**src/rtl/fp_add_scheduler.sv**
```systemverilog
// Two-requester floating-point adder with round-robin arbitration and a
// multi-cycle align/add/normalize datapath; one operation in flight at a time.
module fp_add_scheduler #(
  parameter logic [7:0] EXP_MAX = 8'hFF
) (
  input  logic        clk,
  input  logic        rst_n,
  input  logic        req0_valid,
  input  logic        req1_valid,
  input  logic [32:0] req0_a,
  input  logic [32:0] req0_b,
  input  logic [32:0] req1_a,
  input  logic [32:0] req1_b,
  output logic        req0_ready,
  output logic        req1_ready,
  output logic        res_valid,
  input  logic        res_ready,
  output logic [32:0] res_data,
  output logic [31:0] res_ieee,
  output logic        res_id,
  output logic        res_ovf
);

  localparam logic [2:0] IDLE  = 3'd0;
  localparam logic [2:0] ALIGN = 3'd1;
  localparam logic [2:0] ADD   = 3'd2;
  localparam logic [2:0] NORM  = 3'd3;
  localparam logic [2:0] DONE  = 3'd4;

  logic [2:0]  st_q, st_d;
  logic        ptr_q, ptr_d;
  logic        id_q, id_d;
  logic        a_s_q, a_s_d, b_s_q, b_s_d;
  logic [7:0]  a_e_q, a_e_d, b_e_q, b_e_d;
  logic [23:0] a_m_q, a_m_d, b_m_q, b_m_d;
  logic        w_s_q, w_s_d;
  logic [7:0]  w_e_q, w_e_d;
  logic [24:0] w_m_q, w_m_d;
  logic [32:0] rdata_q, rdata_d;
  logic        rid_q, rid_d;
  logic        rovf_q, rovf_d;
  logic [7:0]  diff;
  logic        gnt_any;
  logic        gnt_id;

  assign gnt_any = req0_valid | req1_valid;
  // Contention goes to the pointer; otherwise whichever port is asking.
  assign gnt_id  = (req0_valid & req1_valid) ? ptr_q : req1_valid;

  assign req0_ready = rst_n & (st_q == IDLE) & gnt_any & ~gnt_id;
  assign req1_ready = rst_n & (st_q == IDLE) & gnt_any & gnt_id;

  assign res_valid = (st_q == DONE);
  assign res_data  = rdata_q;
  assign res_ieee  = {rdata_q[32], rdata_q[31:24], rdata_q[22:0]};
  assign res_id    = rid_q;
  assign res_ovf   = rovf_q;

  always_comb begin
    st_d    = st_q;
    ptr_d   = ptr_q;
    id_d    = id_q;
    a_s_d   = a_s_q;
    a_e_d   = a_e_q;
    a_m_d   = a_m_q;
    b_s_d   = b_s_q;
    b_e_d   = b_e_q;
    b_m_d   = b_m_q;
    w_s_d   = w_s_q;
    w_e_d   = w_e_q;
    w_m_d   = w_m_q;
    rdata_d = rdata_q;
    rid_d   = rid_q;
    rovf_d  = rovf_q;
    diff    = 8'd0;
    case (st_q)
      IDLE: begin
        if (gnt_any) begin
          st_d  = ALIGN;
          ptr_d = ~gnt_id;
          id_d  = gnt_id;
          {a_s_d, a_e_d, a_m_d} = gnt_id ? req1_a : req0_a;
          {b_s_d, b_e_d, b_m_d} = gnt_id ? req1_b : req0_b;
        end
      end
      ALIGN: begin
        st_d = ADD;
        if (a_e_q >= b_e_q) begin
          diff  = a_e_q - b_e_q;
          w_e_d = a_e_q;
          b_m_d = (diff >= 8'd25) ? 24'd0 : (b_m_q >> diff);
        end else begin
          diff  = b_e_q - a_e_q;
          w_e_d = b_e_q;
          a_m_d = (diff >= 8'd25) ? 24'd0 : (a_m_q >> diff);
        end
      end
      ADD: begin
        st_d = NORM;
        if (a_s_q == b_s_q) begin
          w_m_d = {1'b0, a_m_q} + {1'b0, b_m_q};
          w_s_d = a_s_q;
        end else if (a_m_q > b_m_q) begin
          w_m_d = {1'b0, a_m_q} - {1'b0, b_m_q};
          w_s_d = a_s_q;
        end else if (b_m_q > a_m_q) begin
          w_m_d = {1'b0, b_m_q} - {1'b0, a_m_q};
          w_s_d = b_s_q;
        end else begin
          w_m_d = 25'd0;
          w_s_d = 1'b0;
        end
      end
      NORM: begin
        if (w_m_q[24]) begin
          st_d  = DONE;
          rid_d = id_q;
          if (w_e_q == EXP_MAX) begin
            rovf_d  = 1'b1;
            rdata_d = {w_s_q, EXP_MAX, 24'hFFFFFF};
          end else begin
            rovf_d  = 1'b0;
            rdata_d = {w_s_q, w_e_q + 8'd1, w_m_q[24:1]};
          end
        end else if (w_m_q == 25'd0) begin
          st_d    = DONE;
          rid_d   = id_q;
          rovf_d  = 1'b0;
          rdata_d = 33'd0;
        end else if (w_m_q[23] || (w_e_q == 8'd0)) begin
          // Exponent floor reached: keep the denormal as is.
          st_d    = DONE;
          rid_d   = id_q;
          rovf_d  = 1'b0;
          rdata_d = {w_s_q, w_e_q, w_m_q[23:0]};
        end else begin
          w_m_d = {w_m_q[23:0], 1'b0};
          w_e_d = w_e_q - 8'd1;
        end
      end
      DONE: begin
        if (res_ready) begin
          st_d = IDLE;
        end
      end
      default: st_d = IDLE;
    endcase
  end

  always_ff @(posedge clk) begin
    if (!rst_n) begin
      st_q    <= IDLE;
      ptr_q   <= 1'b0;
      id_q    <= 1'b0;
      a_s_q   <= 1'b0;
      a_e_q   <= 8'd0;
      a_m_q   <= 24'd0;
      b_s_q   <= 1'b0;
      b_e_q   <= 8'd0;
      b_m_q   <= 24'd0;
      w_s_q   <= 1'b0;
      w_e_q   <= 8'd0;
      w_m_q   <= 25'd0;
      rdata_q <= 33'd0;
      rid_q   <= 1'b0;
      rovf_q  <= 1'b0;
    end else begin
      st_q    <= st_d;
      ptr_q   <= ptr_d;
      id_q    <= id_d;
      a_s_q   <= a_s_d;
      a_e_q   <= a_e_d;
      a_m_q   <= a_m_d;
      b_s_q   <= b_s_d;
      b_e_q   <= b_e_d;
      b_m_q   <= b_m_d;
      w_s_q   <= w_s_d;
      w_e_q   <= w_e_d;
      w_m_q   <= w_m_d;
      rdata_q <= rdata_d;
      rid_q   <= rid_d;
      rovf_q  <= rovf_d;
    end
  end

endmodule

```
**config.mk**
```make
export PLATFORM = sky130hd
export DESIGN_NAME = fp_add_scheduler
export DESIGN_NICKNAME = d
export VERILOG_FILES = /design/src/rtl/fp_add_scheduler.sv
export SDC_FILE = /design/constraint.sdc
export NUM_CORES = 1
export LEC_CHECK = 0
export BUFFER_PORTS_ARGS = -buffer_cell sky130_fd_sc_hd__buf_4
export CAP_MARGIN = 10
export CORE_MARGIN = 2
export CORE_UTILIZATION = 52
export DETAILED_ROUTE_END_ITERATION = 16
export GPL_TIMING_DRIVEN = 0
export PLACE_DENSITY = 0.79
export SYNTH_ARGS = -nofsm -noshare
export SYNTH_HDL_FRONTEND = slang
export SYNTH_SLANG_ARGS = --single-unit
```
**constraint.sdc**
```tcl
create_clock -name clk -period 3.4 [get_ports clk]
set_input_delay 0.51 -clock clk [delete_from_list [all_inputs] [get_ports clk]]
set_output_delay 0.51 -clock clk [all_outputs]
set_load 0.05 [all_outputs]
```
==> metrics.cfg <==
[synthesis]
syn_area_um2=14230
yosysTopAreaCell=dfxtp_1
ys_ff_latch=140
yosysWarnings=0
syn-num-nets=2254
synth_cell_types=85
netlist_instances=2022
synth_ff_type=dfxtp_1
ys_seq_area_frac=0.1970
yosysMostFrequentCell=nand2_1
synthTopCellsByArea=dfxtp_1 20%, a21oi_1 9.9%, ha_1 7.9%, nand2_1 7.5%, o21ai_0 5.7%
synth_enable_flop_cells=0
syn_area_per_cell_um2=7.037
synthArstFlopShare=0
synth_top_area_frac=0.1970
synth_common_cells=283 x nand2_1, 282 x a21oi_1, 163 x o21ai_0

[global_routing]
overflow=0
grt_pass1_vias=16038
groute.usage.overall=0.4081
antenna_found_initial=0
grt_pass1_wl_mm=91.34
grt_max_degree=17

[outcome]
status=complete, no violations

[cells_and_area]
fin_nets=2506
layout-drive-gt1-share=0.2156
fin_util=0.6529
syn2layout_area_growth_pct=23.32
n_antenna_cell=0
fin_area_um2=17550

[cts]
clk_pin_slew_ns=0.07
cts_buffer_depth=2
insertion_delay_ns=0.45
cts_tree=built
cts_root_buffer=clkbuf_16
cts.htree.levels=4
hold_buffers=0
cts_buffers=17
clock-sinks=140

[sta]
period_share=0.9983
rsz0062_at_grt=true
fin_tns_setup_ns=0
setup_viol=0
hold_ws_ns=0.2477
maxSlewHeadroom=0.2664
period_minus_slack_ns=3.394
worst_pin_slew_ns=1.100
worst_clock_skew_ns=0.01255
slew_violations=0
hold_violations=0
max_freq_mhz=294.6

[detailed_routing]
wirelength_mm=60.86
via_count=17594
wl_met2_mm=26.79
firstDrtPassIters=8
ant_nets=0
highest_layer=met4
post_drt_via_cell_ratio=6.695
drtIter0Drc=2398
wl_met3_mm=6.538
wl_per_cell_um=23.16
met1_length_mm=23.46
drc_errors=0

[die]
ios=207
die_h_um=169.4
start_util=0.5294
row_count=60
die_area_um2=28700
die_x_um=169.4
fp.coreArea_um2=26880

[setup_path]
crit_path_max_fanout=8
crit_path_end_kind=flip-flop
arrival_ns=3.73
path_buf_inv=3
cp_data_required_time_ns=3.74
worstSetupPathType=flip-flop to flip-flop
critical_path.top_delay_family=compound AO/OA/AOI/OAI gates
crit_chain=inv_2 > ha_1 > buf_6 > nor2_1 > a2111o_1 > o211ai_1 > a21oi_2 > a221o_1 > a221oi_4 > buf_4 > o311ai_0 > o311a_1
cp-start-kind=flip-flop
max_stage_delay_ns=0.43
slowest_stage=a2111o_1

[power_and_ir_drop]
internal-power_mw=6.904
power_frac_seq=0.164
combPwrFrac=0.709
power_mw=15.64
power.density_nw_per_um2=891.6
switching_share=0.5587
clkPwrFrac=0.127
p_leak_nw=7.362
power.switching_mw=8.740
peakVddDrop_mv=0.3633

[place]
place.gp.congestion=1.056
hpwlAfterDp_mm=47.46
port_buffers=206
dpl_cell_area_um2=16210

[worst_hold_path]
min_path_type=input port to flip-flop

[flow_run]
maxCapViolCount=0

==> what timing repair did <==
item / 4_1_cts / 5_1_grt
pin swaps: 7 / 15
gates resized for setup: 81 / 113
buffers inserted: 8 / 19
setup endpoints to repair: 58 / 72
hold endpoints to repair: 0 / 0
==> kinds of logic (layout without fill, tap and decap cells) <==
| logic type | count (synthesis) | after routing | synth area share |
|---|---|---|---|
| xor+xnor | 46 | 46 | 0.02832 |
| mux | 75 | 75 | 0.07070 |
| fa+ha+maj | 95 | 95 | 0.08618 |
| simple gates | 614 | 614 | 0.1913 |
| flops | 140 | 140 | 0.1970 |
| compound gates | 766 | 766 | 0.3400 |
| buf+inv | 286 | 551 | 0.08644 |
==> power groups by stage <==
stage / logic [mW] / registers (mW) / clock network [mW]
global placement: 9.73 / 2.51 / 0
floorplan: 6.89 / 2.30 / 0
CTS: 10.1 / 2.50 / 1.95
global route: 11.8 / 2.57 / 2.01
detailed placement: 9.75 / 2.52 / 0
finish: 11.1 / 2.56 / 1.99
==> state kept, by name (all words and copies together), names as in the netlist, 3 cells and up <==
name	count
a_m_q	24
b_m_q	24
w_m_q	25
b_e_q	8
a_e_q	8
res_data	33
w_e_q	8
st_q	3
==> area by class of cell <==
| class | instances | area, µm² |
|---|---|---|
| Buffer | 177 | 899.6 |
| Clock buffer | 18 | 429.2 |
| Clock inverter | 14 | 152.6 |
| Fill cell | 2384 | 9329 |
| Inverter | 108 | 409.1 |
| Multi-Input combinational cell | 1596 | 10620 |
| Sequential cell | 140 | 2850 |
| Tap cell | 341 | 426.7 |
| Timing Repair Buffer | 234 | 1757 |
==> final timing paths <==
kind | start | end | slack [ns] | depth (start not counted)
worst min register to register | res_ovf | res_ovf | 0.47 | 2
worst min-delay path | req0_b[28] | b_e_q[4] | 0.25 | 3
worst max-delay path | a_m_q[4] | w_m_q[22] | 0.006 | 12
worst max register to register | a_m_q[4] | w_m_q[22] | 0.006 | 12
==> metal layers <==
metal | GRT usage | vias to the layer above
li1 | - | 7867
met3 | 0.07113 | 271
met4 | 0.2319 | 0
met1 | 0.5230 | 8160
met2 | 0.6493 | 1296
met5 | 0 | -
==> through the flow <==
stage	cells	setup WS [ns]
after detailed placement	2570	-0.7903
after global placement	2569	-0.7551
final	2628	0.005787
after CTS	2609	-0.1353
after floorplan	2022	0.4126
after global routing	2628	-0.04518
==> cell usage in the layout (no fill, tap or decap), types with 17 or more instances in the layout <==
master / count
nand2_1: 282
buf_4: 272
a21oi_1: 263
o21ai_0: 149
nor2_1: 132
dfxtp_1: 114
inv_1: 102
clkbuf_1: 92
ha_1: 89
mux2i_1: 49
xnor2_1: 37
o221ai_1: 37
nand3_1: 36
nor3_1: 36
a31oi_1: 34
a22oi_1: 26
a21o_1: 25
a211oi_1: 23
clkbuf_2: 20
or3_1: 20
mux4_2: 20
dfxtp_2: 20
o211ai_1: 19
clkbuf_16: 17
==> worst min-delay path, delay by kind of cell <==
kind / cells / cell delay, ns
buffers and inverters: 1 / 0.08
AND/OR/NAND/NOR: 2 / 0.08
Note: power is estimated with default switching activity, not from simulation.
